File: config.mk
export PLATFORM = sky130hd
export DESIGN_NAME = seg_scan_display
export DESIGN_NICKNAME = d
export VERILOG_FILES = /design/src/rtl/seg_pkg.sv /design/src/rtl/seg_decode.sv /design/src/rtl/seg_scan_display.sv
export SDC_FILE = /design/constraint.sdc
export NUM_CORES = 1
export LEC_CHECK = 0
export ABC_AREA = 1
export BUFFER_PORTS_ARGS = -buffer_cell sky130_fd_sc_hd__buf_2
export CAP_MARGIN = 20
export CORE_ASPECT_RATIO = 0.75
export CORE_MARGIN = 1.5
export CORE_UTILIZATION = 55
export CTS_CLUSTER_SIZE = 16
export DETAILED_ROUTE_END_ITERATION = 8
export HOLD_SLACK_MARGIN = 0.08
export PLACE_DENSITY = 0.84
export SLEW_MARGIN = 0
export SYNTH_ARGS = -nofsm -noshare
export SYNTH_HDL_FRONTEND = slang
export SYNTH_SLANG_ARGS = --single-unit
File: constraint.sdc
create_clock -name clk -period 4.8 [get_ports clk]
set_clock_uncertainty 0.05 [all_clocks]
set_input_delay 1.44 -clock clk [delete_from_list [all_inputs] [get_ports clk]]
set_output_delay 1.44 -clock clk [all_outputs]
set_load 0.02 [all_outputs]
File: src/rtl/seg_pkg.sv
// Shared constants and types for the seven-segment display blocks.
// Segment patterns are active-low, bit 0 = segment a.
package seg_pkg;

    localparam int unsigned NUM_DIGITS = 6;

    localparam logic [6:0] SEG_BLANK = 7'h7F;
    localparam logic [6:0] SEG_DASH  = 7'h3F;

    localparam logic [6:0] SEG_0 = 7'h40;
    localparam logic [6:0] SEG_1 = 7'h79;
    localparam logic [6:0] SEG_2 = 7'h24;
    localparam logic [6:0] SEG_3 = 7'h30;
    localparam logic [6:0] SEG_4 = 7'h19;
    localparam logic [6:0] SEG_5 = 7'h12;
    localparam logic [6:0] SEG_6 = 7'h02;
    localparam logic [6:0] SEG_7 = 7'h78;
    localparam logic [6:0] SEG_8 = 7'h00;
    localparam logic [6:0] SEG_9 = 7'h10;

    typedef enum logic {
        LIVE   = 1'b0,
        FROZEN = 1'b1
    } lap_state_t;

endpackage

File: src/rtl/seg_decode.sv
// BCD to active-low seven-segment decoder; non-decimal codes show a dash.
module seg_decode
    import seg_pkg::*;
(
    input  logic [3:0] bcd,
    output logic [6:0] seg
);

    always_comb begin
        seg = SEG_DASH;
        case (bcd)
            4'd0: seg = SEG_0;
            4'd1: seg = SEG_1;
            4'd2: seg = SEG_2;
            4'd3: seg = SEG_3;
            4'd4: seg = SEG_4;
            4'd5: seg = SEG_5;
            4'd6: seg = SEG_6;
            4'd7: seg = SEG_7;
            4'd8: seg = SEG_8;
            4'd9: seg = SEG_9;
            default: seg = SEG_DASH;
        endcase
    end

endmodule

File: src/rtl/seg_scan_display.sv
// Six-digit multiplexed common-anode driver for the stopwatch time,
// with lap freeze, hour leading-zero blanking and a blinking colon.
module seg_scan_display
    import seg_pkg::*;
#(
    parameter int unsigned SCAN_DIV  = 100000,
    parameter int unsigned BLANK_CYC = 16
) (
    input  logic       clk,
    input  logic       rst,
    input  logic [3:0] sh1,
    input  logic [3:0] sh2,
    input  logic [3:0] sm1,
    input  logic [3:0] sm2,
    input  logic [3:0] ss1,
    input  logic [3:0] ss2,
    input  logic       clk_out,
    input  logic       lap,
    input  logic       lz_en,
    output logic [5:0] an,
    output logic [6:0] seg,
    output logic       dp,
    output logic       frozen
);

    localparam int unsigned CNT_W = (SCAN_DIV > 1) ? $clog2(SCAN_DIV) : 1;

    logic [23:0]      cap0, cap1, shadow;
    logic             lap_s0, lap_s1, lap_d;
    logic             clko_s0, clko_s1;
    lap_state_t       state;
    logic [CNT_W-1:0] cnt;
    logic [2:0]       idx;

    logic             stable, lap_rise, frame_start, cnt_wrap;
    logic             anode_on, dp_on;
    logic [3:0]       cur_digit;
    logic [5:0]       an_next;
    logic [6:0]       dec_seg;

    // Two-stage capture of the asynchronous digit bus; a load is only
    // accepted when both stages agree, so a bus in transition is skipped.
    always_ff @(posedge clk or posedge rst) begin
        if (rst) begin
            cap0    <= '0;
            cap1    <= '0;
            lap_s0  <= 1'b0;
            lap_s1  <= 1'b0;
            lap_d   <= 1'b0;
            clko_s0 <= 1'b0;
            clko_s1 <= 1'b0;
        end else begin
            cap0    <= {sh1, sh2, sm1, sm2, ss1, ss2};
            cap1    <= cap0;
            lap_s0  <= lap;
            lap_s1  <= lap_s0;
            lap_d   <= lap_s1;
            clko_s0 <= clk_out;
            clko_s1 <= clko_s0;
        end
    end

    always_comb begin
        stable      = (cap0 == cap1);
        lap_rise    = lap_s1 && !lap_d;
        cnt_wrap    = (cnt == CNT_W'(SCAN_DIV - 1));
        frame_start = cnt_wrap && (idx == 3'(NUM_DIGITS - 1));

        cur_digit = '0;
        case (idx)
            3'd0: cur_digit = shadow[23:20];
            3'd1: cur_digit = shadow[19:16];
            3'd2: cur_digit = shadow[15:12];
            3'd3: cur_digit = shadow[11:8];
            3'd4: cur_digit = shadow[7:4];
            3'd5: cur_digit = shadow[3:0];
            default: cur_digit = '0;
        endcase

        anode_on = (cnt >= CNT_W'(BLANK_CYC))
                && !((idx == 3'd0) && lz_en && (shadow[23:20] == 4'd0));

        an_next = '1;
        for (int unsigned i = 0; i < NUM_DIGITS; i++) begin
            an_next[i] = !(anode_on && (idx == 3'(i)));
        end

        dp_on = (((idx == 3'd1) || (idx == 3'd3)) && clko_s1)
             || ((idx == 3'd5) && (state == FROZEN));
    end

    seg_decode u_decode (
        .bcd (cur_digit),
        .seg (dec_seg)
    );

    always_ff @(posedge clk or posedge rst) begin
        if (rst) begin
            state  <= LIVE;
            cnt    <= '0;
            idx    <= '0;
            shadow <= '0;
            an     <= '1;
            seg    <= SEG_BLANK;
            dp     <= 1'b1;
            frozen <= 1'b0;
        end else begin
            an     <= an_next;
            seg    <= dec_seg;
            dp     <= !(dp_on && anode_on);
            frozen <= (state == FROZEN);

            // A lap edge on a frame start wins: toggle and skip that load.
            if (lap_rise) begin
                state <= (state == LIVE) ? FROZEN : LIVE;
            end else if (frame_start && stable && (state == LIVE)) begin
                shadow <= cap1;
            end

            if (cnt_wrap) begin
                cnt <= '0;
                idx <= (idx == 3'(NUM_DIGITS - 1)) ? 3'd0 : idx + 3'd1;
            end else begin
                cnt <= cnt + CNT_W'(1);
            end
        end
    end

endmodule

Word-level counts from Yosys, hierarchy flattened
Memories as Yosys holds them, arrays and structs flattened. A register that Yosys moved wholly into a read port is not among the register bits. Index checks and enable logic that the tools add are counted.

Bits in registers: 106. Memory bits (read-only): 112. Input port bits: 29. Output and inout bits: 15. Word-level logic and storage cells: 61. Memories kept: 1.

$add $sub $neg: 2. $lt $le $gt $ge: 1. Equal/unequal tests: 7. Mux-type cells: 4. Bitwise logic cells: 2. Reductions and logical operators: 30.

Memories: (no name shown) (words 16, bits a word 7, read ports 1, clocked after Yosys merged registers in 1, wr ports 0, RTL line seg_decode.sv:11) `case (bcd)`.

Operators by type and width (count): $eq 24x24->1 (1); $pmux 4 s6 (1); $add 17x1->17 const B (1); $eq 17x17->1 const B (1); $ge 17x5->1 const B (1); $mux 17 (1); $logic_and 1x1->1 (16); $logic_not 1->1 (9); $eq 3x2->1 const B (2); $eq 3x3->1 const B (2); $logic_not 4->1 (1); $add 3x1->3 const B (1); $eq 3x1->1 const B (1); $logic_not 3->1 (1); $mux 3 (1); $logic_or 1x1->1 (2); $not 1->1 (2); $reduce_and 2->1 (1); $mux 1 (1).

Logic depth before layout (Yosys ltp)
Gate-level depths: netlist of the first run.

Depth in word-level cells: 7. Depth in mapped cells: 15. Mapped depth without buffers: 14.

By module
Synthesis of the first run repeated with hierarchy kept, for this count alone.

Cell total of the unflattened synthesis: 524. Area total of the unflattened synthesis: 4939.7 um^2.

Modules (own cells, without submodules): seg_scan_display (instances 1, cells each 489, area each 4753.3 um^2, sequential area each 2845.2 um^2); seg_decode (instances 1, cells each 35, area each 186.4 um^2, sequential area each 0.0 um^2).

Worst setup path before layout of the first run
Ideal clock, no wire load.

Path type: input port to flip-flop. From: in lz_en. To: reg an[0]. Setup time: 96 ps. Data arrival time: 1947 ps. Data required time: 4654 ps. Path slack: 2707 ps. Stages: 4. Path buffers: 0. Cells stage by stage: nand3_1 > nor2_1 > a31oi_1 > nand2_1.

Longest elaborated chain between the ends: 6.

RTL lines: start, declared (RTL line seg_scan_display.sv:19) `input logic lz_en,`; $logic_and 1x1->1 (2 in series) (RTL line seg_scan_display.sv:81) `&& !((idx == 3'd0) && lz_en && (shadow[23:20] == 4'd0));`; $logic_not 1->1 (RTL line seg_scan_display.sv:81); $logic_and 1x1->1 (RTL line seg_scan_display.sv:81); $logic_and 1x1->1 (RTL line seg_scan_display.sv:85) `an_next[i] = !(anode_on && (idx == 3'(i)));`; $logic_not 1->1 (RTL line seg_scan_display.sv:85); via an_next[0] (RTL line seg_scan_display.sv:38) `logic [5:0] an_next;`; end signal, assigned (RTL line seg_scan_display.sv:108) `an <= an_next;`; end, declared (RTL line seg_scan_display.sv:20) `output logic [5:0] an,`.

The timed path passes the listed nets, and every way through them passes these cells. A chain may end at the register's enable or synchronous reset.

Final worst setup path of the first run
From: reg an[0]. To: out an[0].

No word-level cell between the ends.

==> results, run 1 <==
- The flow ran to the end, and the final reports show no timing, DRC or antenna violations.
- The sequential cell area is 0.00285 mm².
- The number of nets with antenna violations after routing is 0.
- The worst setup path is captured at a primary output.
- The longest clock path from root to sink contains 2 buffers.
- The area added between synthesis and finish is 17.7%.
- Counting flops and latches in the post-synthesis netlist gives 113.
- The number of filler cells placed in the layout is 668.
- The number of design rule violations left after detail routing is 0.
- After the flow finishes, the layout carries non-filler instances totaling 754.
- The tree built by TritonCTS fans out to 113 sinks.
- The routed length on met1 is 4860 µm.
- Counting distinct cell types in the post-synthesis netlist gives 34.
- The routability-driven placement congestion ratio is 0.872.
- The final critical path takes up 53.7% of the cycle.
- The highest achievable clock rate is 388 MHz.
- The clock transition at the registers of the reported paths is 0.06 ns.
- The maximum number of pins on one net before global-route repair is 72.
- At the end of the flow the core is filled with cells to 66.8%.
- Of all nets on the critical path, the largest fanout is 1.
- Including well taps, the total number of placed cells is 722.
- Hold is met by 0.292 ns.
- In this run the clock root is driven by a clkbuf_16.
- The slowest stage of the critical path belongs to the cell dfstp_2.
- The final wirelength is 9920 µm.
- When the netlist entered floorplanning its net count stood at 598.
- The HPWL after detailed placement is 7020 µm.
- The antenna cell count is 0.
- The area of the multi-input gates is 0.00179 mm².
- The area of the placeable core is 0.00905 mm².
- The final period demand of the worst path is 2.58 ns.
- Setup violations remaining at the end of the flow were counted as 0.
- After detailed routing, the average wire length per cell comes to 13.2 µm.
- The combined global-route utilization of all metal layers is 23.2%.
- The number of endpoints with negative hold slack in the final report is 0.
- The clock network fraction of total power is 53.2%.
- The actual slew at the worst max-slew pin is 0.869 ns.
- The number of antenna violations at the first check in global routing is 0.
- Summing every instance area after synthesis gives 0.00513 mm².
- At the later pin of the worst-skew pair, clock insertion delay measures 0.41 ns.
- Pin placement for this block handled 44 I/O pins.
- STA classifies the critical path startpoint as a register.
- The share of total power in combinational logic is 3.4%.
- At the worst endpoint, the arrival time is 1.09 ns.
- After clock tree synthesis, the setup repair step added 0 buffers.
- The fraction of layout cells with a size suffix above 1 is 22.0%.
- Across the run, the number of max-cap violations was 0.
- The via count of the first global-routing pass came to 3596.
- The tightest min-delay check is of the reg2reg type.
- Counting both buffers and inverters, the worst setup path holds a total of 1.
- After routing, the total negative slack on setup checks comes to 0 ns.
- The number of search-and-repair iterations in the first detailed-routing pass is 5.
- The horizontal extent of the die is 115 µm.
- Data on the critical path is required at its endpoint by 3.31 ns.
- The total count of max-transition violations in the final report came to 0.
- The design area is 0.00604 mm².
- The average instance in the mapped netlist occupies 9.15 µm².
- The die area is 0.00993 mm².
- The final net count is 650.
- The yosys synthesis warning count is 0.
- Port buffering added 43 buffers.
- The internal power contribution is 1800 µW.
- In the synthesized netlist, the number of instances is 561.
- Among cell families on the critical path, the largest total delay comes from flip-flops.
- Net switching is 22.7% of the power.
- The delay of the slowest critical-path stage is 0.52 ns.
- The worst setup path is of the reg2out kind.
- The leakage power is 0.00314 µW.
- The area after detailed placement is 0.00545 mm².
- The headroom to the max-slew limit is 42.1%.
- The first global-routing pass estimated 17100 µm of wire.
- The detailed router finished its first iteration with 305 violations.
- The initial utilization of the core area, before any placement, comes to 56.7%.
- The die is 86.7 µm tall.
- Power spread over the standard cell area amounts to 385 mW/mm².
- The sequential share of power is 43.4%.
- The routed length on met2 is 4280 µm.
- The switching power summed over all nets is 528 µW.
- In this run the core area contains 30 standard-cell rows.
- TritonCTS built the clock tree.
- The number of buffers inserted during clock tree synthesis is 17.
- Setup repair after global routing left no endpoint under its margin.
- Traced cell by cell, the critical path runs through buf_2.
- After detailed routing, the met3 layer carries 572 µm of wire.
- Hold repair after CTS inserted 0 buffers.
- The via count is 3750.
- The vias per cell is 4.97.
- Post-CTS repair changed the size of 0 cells.
- In this run the number of H-tree levels came out at 4.
- The total overflow left after global routing is 0.
- The portion of the post-synthesis area used by sequential elements is 55.4%.
- Across the VDD grid, the largest voltage drop is 0.427 mV.
- The detailed router used layers up to and including met4.
## per-layer routing
layer	vias up	GRT usage, %
li1	1842	-
met1	1774	32.9
met2	113	32.8
met3	21	7.97
met4	0	9.66
met5	-	0
## power by group through the flow
stage | Combinational [µW] | Clock [µW] | Sequential [µW]
6_report | 78.1 | 1240 | 1010
5_1_grt | 90.7 | 1310 | 1010
4_1_cts | 81.0 | 1260 | 1010
3_5_place_dp | 79.7 | 0 | 1030
3_3_place_gp | 76.9 | 0 | 1020
2_1_floorplan | 44.7 | 0 | 1030
## logic make-up after synthesis
kind of cell	synth area share, %
buf+inv	9.68
flops	55.4
fa+ha+maj	1.95
xor+xnor	2.73
simple gates	23.1
compound gates	7.17
## registers in the layout (all words and copies together), names as in the netlist
register  cells
shadow       24
clko_s0       1
cap0         24
idx           3
an            6
lap_s1        1
state         1
cap1         24
dp            1
seg           7
clko_s1       1
cnt          17
lap_s0        1
frozen        1
lap_d         1
## final timing paths
path | slack [ns] | start | depth (start not counted) | to
min in group asynchronous | 1.15 | rst | 2 | cnt[11]
min reg2reg | 0.29 | lap_s0 | 0 | lap_s1
max | 2.22 | an[0] | 1 | an[0]
min | 0.29 | lap_s0 | 0 | lap_s1
max in group asynchronous | 2.83 | rst | 3 | cap0[21]
max reg2reg | 2.47 | idx[0] | 12 | seg[3]
## synthesized netlist by cell type (all sizes together)
| library cell | instances | area share (%) |
|---|---|---|
| a21oi | 4 | 0.39 |
| a31oi | 1 | 0.12 |
| buf | 11 | 1.7 |
| dfrtp | 99 | 48 |
| dfstp | 14 | 7.2 |
| ha | 8 | 1.9 |
| inv | 109 | 8.0 |
| nand2 | 147 | 11 |
| nand3 | 50 | 5.4 |
| nand3b | 1 | 0.15 |
| nand4 | 8 | 0.97 |
| nor2 | 35 | 3.2 |
| nor3 | 10 | 1.5 |
| nor4 | 5 | 0.61 |
| o21ai | 12 | 1.2 |
| o21bai | 24 | 5.0 |
| o22ai | 3 | 0.37 |
| o31ai | 1 | 0.15 |
| or2 | 3 | 0.37 |
| xnor2 | 5 | 0.85 |
| xor2 | 11 | 1.9 |
## worst reg2reg max path, cell delays in order (launching register included)
cell	delay (ns)
dfrtp_1	0.49
nand2_1	0.11
inv_1	0.04
ha_1	0.23
inv_1	0.12
o22ai_1	0.09
nor3_2	0.39
inv_1	0.15
ha_1	0.31
inv_1	0.06
nand2_1	0.06
nand3_1	0.09
nand2_1	0.05
## placed cells by master, fill, tap and decap left out, drive strengths merged
master	instances
nand2	147
inv	112
dfrtp	99
nand3	50
buf	44
nor2	35
o21bai	24
clkbuf	18
dfstp	14
o21ai	12
xor2	11
nor3	10
nand4	8
ha	8
clkinv	7
xnor2	5
nor4	5
a21oi	4
or2	3
o22ai	3
bufinv	2
clkinvlp	2
nand3b	1
a31oi	1
o31ai	1
## cell type report
| class | count | share of cell area [%] |
|---|---|---|
| multi-input cells | 328 | 29.7 |
| inverters | 109 | 6.86 |
| repair buffers | 44 | 3.89 |
| well taps | 128 | 2.65 |
| clock inverters | 14 | 2.57 |
| flip-flops and latches | 113 | 47.1 |
| clock buffers | 18 | 7.27 |
## through the flow
stage	setup slack, ns	power, µW
after global placement	2.36	1100
after floorplan	0.346	1070
after global routing	2.19	2420
after CTS	2.21	2350
after detailed placement	2.32	1110
final	2.22	2330
Note: power is estimated with default switching activity, not from simulation.
==> run 2: changes to the inputs <==
==> constraint.sdc (replaced) <==
create_clock -name clk -period 2.5 [get_ports clk]
set_clock_uncertainty 0.05 [all_clocks]
set_input_delay 0.75 -clock clk [delete_from_list [all_inputs] [get_ports clk]]
set_output_delay 0.75 -clock clk [all_outputs]
set_load 0.02 [all_outputs]
==> run 2 against run 1 <==
Net effect:
- die area unchanged
- clock-buffer cell count down 1
- wire length up 2.7%
- critical endpoint is now seg[3]
- largest power group unchanged
==> results, run 2 (synthesis results as in run 1) <==
- The run finished with clean final reports.
- The initial standard-cell utilization of the core is 56.7% (unchanged).
- The die height was 86.7 µm (unchanged).
- STA classifies the critical path startpoint as a register.
- The via count of the first global-routing pass is 3715 (+3.3%).
- The clock transition at the registers of the reported paths is 0.06 ns (about the same).
- Setup repair after global routing left no endpoint under its margin.
- The wire length of the first global-routing pass was 17600 µm (+2.7%).
- The routed wire length on met3 is 753 µm (+32%).
- The detailed-placement wirelength estimate is 6890 µm (-1.9%).
- The maximum number of pins on one net before global-route repair is 114 (+58%).
- The delay of the slowest critical-path stage is 0.50 ns (-0.02 ns).
- The final period demand of the worst path is 2.26 ns.
- The tightest hold margin is 0.301 ns (+0.00913 ns).
- The maximum level of the CTS H-tree was 4 (unchanged).
- CTS placed an instance of clkbuf_16 at the clock tree root.
- The endpoint of the worst setup timing path is seg[3].
- The number of endpoints with negative hold slack in the final report is 0 (unchanged).
- The I/O pin total is 44 (unchanged).
- For this design, the slowest cell found on the critical path is dfrtp_1.
- The setup TNS is 0 ns (unchanged).
- The number of filler cells placed in the layout is 687 (+2.8%).
- The maximum buffer depth of the clock tree is 2 (unchanged).
- The number of buffers inserted during clock tree synthesis came to 17 (unchanged).
- The wire length per cell is 13.5 µm (+2.4%).
- The count of hold buffers inserted by post-cts repair came to 0 (unchanged).
- The worst path required time is 2.79 ns (-0.52 ns).
- The area of the placeable core came to 0.00905 mm² (unchanged).
- The die area came to 0.00993 mm² (unchanged).
- The kind of end point of the critical path is a register.
- The actual slew at the worst max-slew pin is 0.600 ns (-0.269 ns).
- The ratio of final minimum period to clock period is 90.3%.
- The worst path arrival time came to 2.54 ns (+1.45 ns).
- The critical setup path kind is reg2reg.
- The combined global-route utilization of all metal layers came to 23.3% (+0.092 points).
- The max-cap violation count is 0 (unchanged).
- The routability-driven placement congestion ratio is 0.898 (+2.9%).
- The number of antenna violations at the first check in global routing came to 0 (unchanged).
- In the layout the commonest cells are nand2_1, dfrtp_1, inv_1, nand3_1, buf_2.
- The headroom to the max-slew limit is 60.0% (+18 points).
- The number of design rule violations left after detail routing is 0 (unchanged).
- The number of placement rows is 30 (unchanged).
- The number of nets with antenna violations after routing came to 0 (unchanged).
- The length in cells of the worst reg-to-reg path is 12 (unchanged).
- The final net count came to 652 (+0.31%).
- The post-cts gate resize count is 0 (unchanged).
- The routed length on met1 is 4580 µm (-5.8%).
- The highest achievable clock rate is 443 MHz.
- The commonest non-fill, non-tap cell in the layout is nand2_1.
- The fraction of layout cells with a size suffix above 1 is 22.3% (+0.25 points).
- The number of search-and-repair iterations in the first detailed-routing pass is 5 (unchanged).
- The placement-stage worst setup slack is 0.274 ns (-2.04 ns).
- The leakage power is 0.00314 µW (about the same).
- The signal on the critical path passes through nand2_1 -> inv_1 -> ha_1 -> inv_1 -> o22ai_1 -> nor3_2 -> inv_1 -> ha_1 -> inv_1 -> nand2_1 -> nand3_1 -> nand2_1.
- The worst-path maximum fanout is 8 (+7).
- The largest registers in the layout are cap0 x24, cap1 x24, shadow x24.
- The setup slack of the worst register-to-register path is 0.24 ns (-2.23 ns).
- The antenna cell count came to 0 (unchanged).
- The total setup violations reported at the end of the flow is 0 (unchanged).
- The clock net sink count is 113 (unchanged).
- The area added between synthesis and finish is 17.8%.
- The worst register-to-register path begins at idx[0].
- The number of buffers and inverters on the critical path came to 4 (+3).
- The critical path starts at idx[0].
- The number of I/O port buffers came to 43 (unchanged).
- The post-route worst setup slack is 0.242 ns (-1.98 ns).
- The total number of cells along the worst setup path is 12 (+11).
- The areal power density over the cells is 733 mW/mm² (+90%).
- The gate family responsible for the most delay along the worst path is simple AND/OR/NAND/NOR gates.
- The detailed router used layers up to and including met4.
- The number of setup buffers added after CTS was 0 (unchanged).
- The routed length on met2 came to 4720 µm (+10%).
- The kind of path behind the tightest hold check is reg2reg.
- Counting stages on the worst path, the most repeated cell is inv_1.
- The remaining global-route overflow is 0 (unchanged).
- The horizontal extent of the die is 115 µm (unchanged).
- The total count of max-transition violations in the final report is 0 (unchanged).
- The final wirelength came to 10200 µm (+2.7%).
- The end of the worst register-to-register path is seg[3].
- The via count came to 3806 (+1.5%).
- The worst-skew pair later-pin latency is 0.41 ns (about the same).
- The vias per cell is 5.03 (+1.2%).
- The violation count after the first detailed-route iteration is 255 (-16%).
- The TritonCTS clock tree is yes.
- The maximum VDD drop is 0.624 mV (+46%).
run 2: cell types whose count changed in the layout (fill, tap and decap cells not counted), sizes merged:
cell,delta
clkinvlp,+2
clkbuf,-1
buf,+2
clkinv,-1
run 2: layout make-up:
| cell class | instances | area [µm²] | share of cell area, % |
|---|---|---|---|
| Clock buffer | 17 | 425 | 7.03 |
| Clock inverter | 15 | 159 | 2.63 |
| Inverter | 109 | 415 | 6.87 |
| Multi-Input combinational cell | 328 | 1790 | 29.6 |
| Sequential cell | 113 | 2850 | 47.1 |
| Tap cell | 128 | 160 | 2.65 |
| Timing Repair Buffer | 46 | 250 | 4.14 |
run 2: power by group:
part	switching, µW	internal [µW]	leakage (µW)
Sequential	45.2	1890	0.00139
Clock	873	1470	0.000280
Combinational	92.0	56.2	0.00147
run 2: worst min-delay path by stage:
| stage | cells past startpoint | end | start |
|---|---|---|---|
| after floorplan | 0 | clko_s1 | clko_s0 |
| after global placement | 0 | clko_s1 | clko_s0 |
| after detailed placement | 0 | lap_s1 | lap_s0 |
| after CTS | 0 | lap_s1 | lap_s0 |
| after global routing | 0 | clko_s1 | clko_s0 |
| final | 0 | lap_s1 | lap_s0 |
run 2: per-stage QoR:
stage	util (%)	std cells	total power, µW	instance area [µm²]
2_1_floorplan	-	561	2060	5140
3_3_place_gp	60.4	724	2110	5460
3_5_place_dp	60.4	724	2120	5460
4_1_cts	66.8	756	4470	6050
5_1_grt	66.8	756	4600	6050
6_report	66.8	756	4430	6050
run 2: layer usage:
metal | vias up | GRT usage [%]
li1 | 1847 | -
met1 | 1787 | 31.5
met2 | 153 | 35.7
met3 | 19 | 8.32
met4 | 0 | 7.27
met5 | - | 0
==> run 3: changes to the inputs <==
--- a/config.mk
+++ b/config.mk
@@ -10,11 +10,11 @@
 export CAP_MARGIN = 20
 export CORE_ASPECT_RATIO = 0.75
 export CORE_MARGIN = 1.5
-export CORE_UTILIZATION = 55
+export CORE_UTILIZATION = 50
 export CTS_CLUSTER_SIZE = 16
 export DETAILED_ROUTE_END_ITERATION = 8
 export HOLD_SLACK_MARGIN = 0.08
-export PLACE_DENSITY = 0.84
+export PLACE_DENSITY = 0.79
 export SLEW_MARGIN = 0
 export SYNTH_ARGS = -nofsm -noshare
 export SYNTH_HDL_FRONTEND = slang
==> constraint.sdc (replaced) <==
create_clock -name clk -period 2.7 [get_ports clk]
set_clock_uncertainty 0.05 [all_clocks]
set_input_delay 0.81 -clock clk [delete_from_list [all_inputs] [get_ports clk]]
set_output_delay 0.81 -clock clk [all_outputs]
set_load 0.01 [all_outputs]
==> run 3 against run 2 <==
Net effect:
- critical path depth unchanged
- sequential share of layout area decreased by 0.80 points
- hold slack improved by 0.0025 ns
- die area increased by 9.7%
- non-clock buffer count increased by 2
- global-route usage decreased by 1.7 points
- first-iteration DRC count increased by 33%
- final area increased by 1.7%
- worst setup slack improved by 0.26 ns
- clock-buffer cell count increased by 5
==> results, run 3 (synthesis results as in run 1) <==
- The switching power summed over all nets is 884 µW (-13%).
- The library cells used most frequently in the layout, excluding fill and tap cells, are nand2_1, dfrtp_1, inv_1, nand3_1, buf_2.
- The wire length of the first global-routing pass is 18100 µm (+3.0%).
- The area of the placeable core is 0.00981 mm² (+8.5%).
- The number of search-and-repair iterations in the first detailed-routing pass is 7 (+2).
- The share of total power in combinational logic was 3.0% (-0.3 points).
- The startpoint class of the critical path is a register.
- The final period demand of the worst path was 2.20 ns (-0.0576 ns).
- The violation count after the first detailed-route iteration came to 340 (+33%).
- The max-cap violation count came to 0 (unchanged).
- The leakage power is 0.00319 µW (+1.6%).
- The worst-path maximum fanout is 8 (unchanged).
- The antenna cell count was 0 (unchanged).
- The number of buffers inserted during clock tree synthesis was 17 (unchanged).
- Walking the worst path, the cells encountered are nand2_1 -> inv_1 -> ha_1 -> inv_1 -> o22ai_1 -> nor3_2 -> inv_1 -> ha_1 -> inv_1 -> nand2_1 -> nand3_1 -> nand2_1.
- The number of setup buffers added after CTS is 0 (unchanged).
- The fraction of layout cells with a size suffix above 1 was 22.1% (-0.23 points).
- The combined global-route utilization of all metal layers came to 21.6% (-1.7 points).
- The die height is 90.8 µm (+4.7%).
- The tightest hold margin was 0.303 ns (+0.00247 ns).
- The I/O pin total is 44 (unchanged).
- The maximum VDD drop was 0.545 mV (-13%).
- The setup TNS is 0 ns (unchanged).
- The number of placement rows is 31 (+3.3%).
- The library cell used most frequently in the layout, excluding fill and tap cells, is nand2_1.
- The maximum buffer depth of the clock tree is 2 (unchanged).
- The number of filler cells placed in the layout came to 776 (+13%).
- The kind of path behind the tightest hold check is reg2reg.
- The clock net sink count is 113 (unchanged).
- The delay of the slowest critical-path stage is 0.49 ns (about the same).
- The number of I/O port buffers is 43 (unchanged).
- The number of endpoints with negative hold slack in the final report is 0 (unchanged).
- The highest achievable clock rate was 454 MHz (+2.6%).
- The number of antenna violations at the first check in global routing was 0 (unchanged).
- The run finished with clean final reports.
- The worst path arrival time is 2.48 ns (-0.06 ns).
- The critical path is of the reg2reg type.
- The internal power contribution came to 3580 µW (+4.7%).
- The number of nets with antenna violations after routing is 0 (unchanged).
- The clock transition at the registers of the reported paths is 0.05 ns (about the same).
- The die area is 0.0109 mm² (+9.7%).
- The maximum number of pins on one net before global-route repair came to 40 (-65%).
- The areal power density over the cells is 726 mW/mm² (-0.96%).
- The vias per cell is 5.01 (-0.58%).
- The worst path required time came to 2.98 ns (+0.19 ns).
- The detailed-placement wirelength estimate is 7400 µm (+7.4%).
- The clock network fraction of total power came to 56.7% (+3.8 points).
- The post-cts gate resize count came to 0 (unchanged).
- The number of design rule violations left after detail routing came to 0 (unchanged).
- The switching share of power was 19.8% (-3.0 points).
- The final total power is 4470 µW (+0.76%).
- The wire length per cell was 14.1 µm (+4.4%).
- The largest registers in the layout are cap0 x24, cap1 x24, shadow x24.
- The horizontal extent of the die is 120 µm (+4.8%).
- The ratio of final minimum period to clock period came to 81.5% (-8.8 points).
- The worst-skew pair later-pin latency is 0.41 ns (about the same).
- The total setup violations reported at the end of the flow was 0 (unchanged).
- The slowest stage of the critical path belongs to the cell dfrtp_1.
- Setup repair after global routing left no endpoint under its margin.
- The routability-driven placement congestion ratio is 0.931 (+3.8%).
- The via count of the first global-routing pass is 3731 (+0.43%).
- The initial standard-cell utilization of the core was 52.3% (-4.4 points).
- The area after detailed placement came to 0.00548 mm² (+0.37%).
- The design area is 0.00615 mm² (+1.7%).
- The filler-free cell count of the finished design is 762 (+0.79%).
- The maximum level of the CTS H-tree is 4 (unchanged).
- The final wirelength is 10700 µm (+5.2%).
- The remaining global-route overflow is 0 (unchanged).
- The actual slew at the worst max-slew pin is 0.570 ns (-0.0300 ns).
- The count of hold buffers inserted by post-cts repair is 0 (unchanged).
- The final net count is 654 (+0.31%).
- The cell type with the highest occurrence count on the critical path is inv_1.
- The headroom to the max-slew limit is 61.7% (+1.7 points).
- The tree is rooted in a clkbuf_16.
- The sequential share of power is 40.3% (-3.4 points).
- TritonCTS built the clock tree.
- Relative to the synthesized area, the layout overhead comes to 19.8%.
- The kind of end point of the critical path is a register.
- The total count of max-transition violations in the final report is 0 (unchanged).
- The number of placed cells counting well taps is 730 (+0.83%).
- The via count was 3814 (+0.21%).
-- run 3: cell types whose count changed in the layout (fill, tap and decap cells not counted), sizes merged --
| cell | previous run | this run |
|---|---|---|
| buf | 46 | 48 |
| bufinv | 2 | 6 |
| clkbuf | 17 | 22 |
| clkinv | 6 | 2 |
| clkinvlp | 4 | 3 |
| inv | 112 | 108 |
-- run 3: metrics by stage --
stage	util (%)	setup WS [ns]
floorplan	-	0.480
global placement	55.9	0.611
detailed placement	55.9	0.521
CTS	62.7	0.507
global route	62.7	0.326
finish	62.7	0.499
-- run 3: metal layers --
layer  wire [µm]  GRT usage (%)  vias to the layer above
li1            -              -                     1846
met1        4970           29.3                     1824
met2        4980           32.6                      129
met3         615           7.26                       15
met4         153           7.44                        0
met5           0              0                        -
-- run 3: layout make-up --
type	instances	area [µm²]	area share [%]
clock inverters	10	205	3.34
well taps	132	165	2.68
inverters	109	415	6.75
flip-flops and latches	113	2850	46.2
clock buffers	22	464	7.55
multi-input cells	328	1790	29.1
repair buffers	48	265	4.31
-- run 3: final timing paths --
check | from | end | slack [ns] | cells past startpoint
worst max-delay path | idx[0] | seg[3] | 0.50 | 12
worst min-delay path | lap_s0 | lap_s1 | 0.30 | 0
worst max register to register | idx[0] | seg[3] | 0.50 | 12
worst min register to register | lap_s0 | lap_s1 | 0.30 | 0
max in group asynchronous | rst | shadow[6] | 1.47 | 3
min in group asynchronous | rst | cap0[6] | 0.38 | 2
-- run 3: power by group through the flow --
| stage | combinational, µW | sequential, µW | clock (µW) |
|---|---|---|---|
| global placement | 133 | 1820 | 0 |
| CTS | 140 | 1800 | 2560 |
| detailed placement | 138 | 1830 | 0 |
| global route | 159 | 1810 | 2650 |
| floorplan | 79.8 | 1820 | 0 |
| finish | 135 | 1800 | 2530 |
-- run 3: worst max-delay path, delay by kind of cell, from the launching register on --
| kind | cells | cell delay (ns) |
|---|---|---|
| AO/OA/AOI/OAI | 1 | 0.10 |
| adder cells (fa/ha/maj) | 2 | 0.52 |
| buffers and inverters | 4 | 0.33 |
| flip-flops | 1 | 0.49 |
| AND/OR/NAND/NOR | 5 | 0.62 |
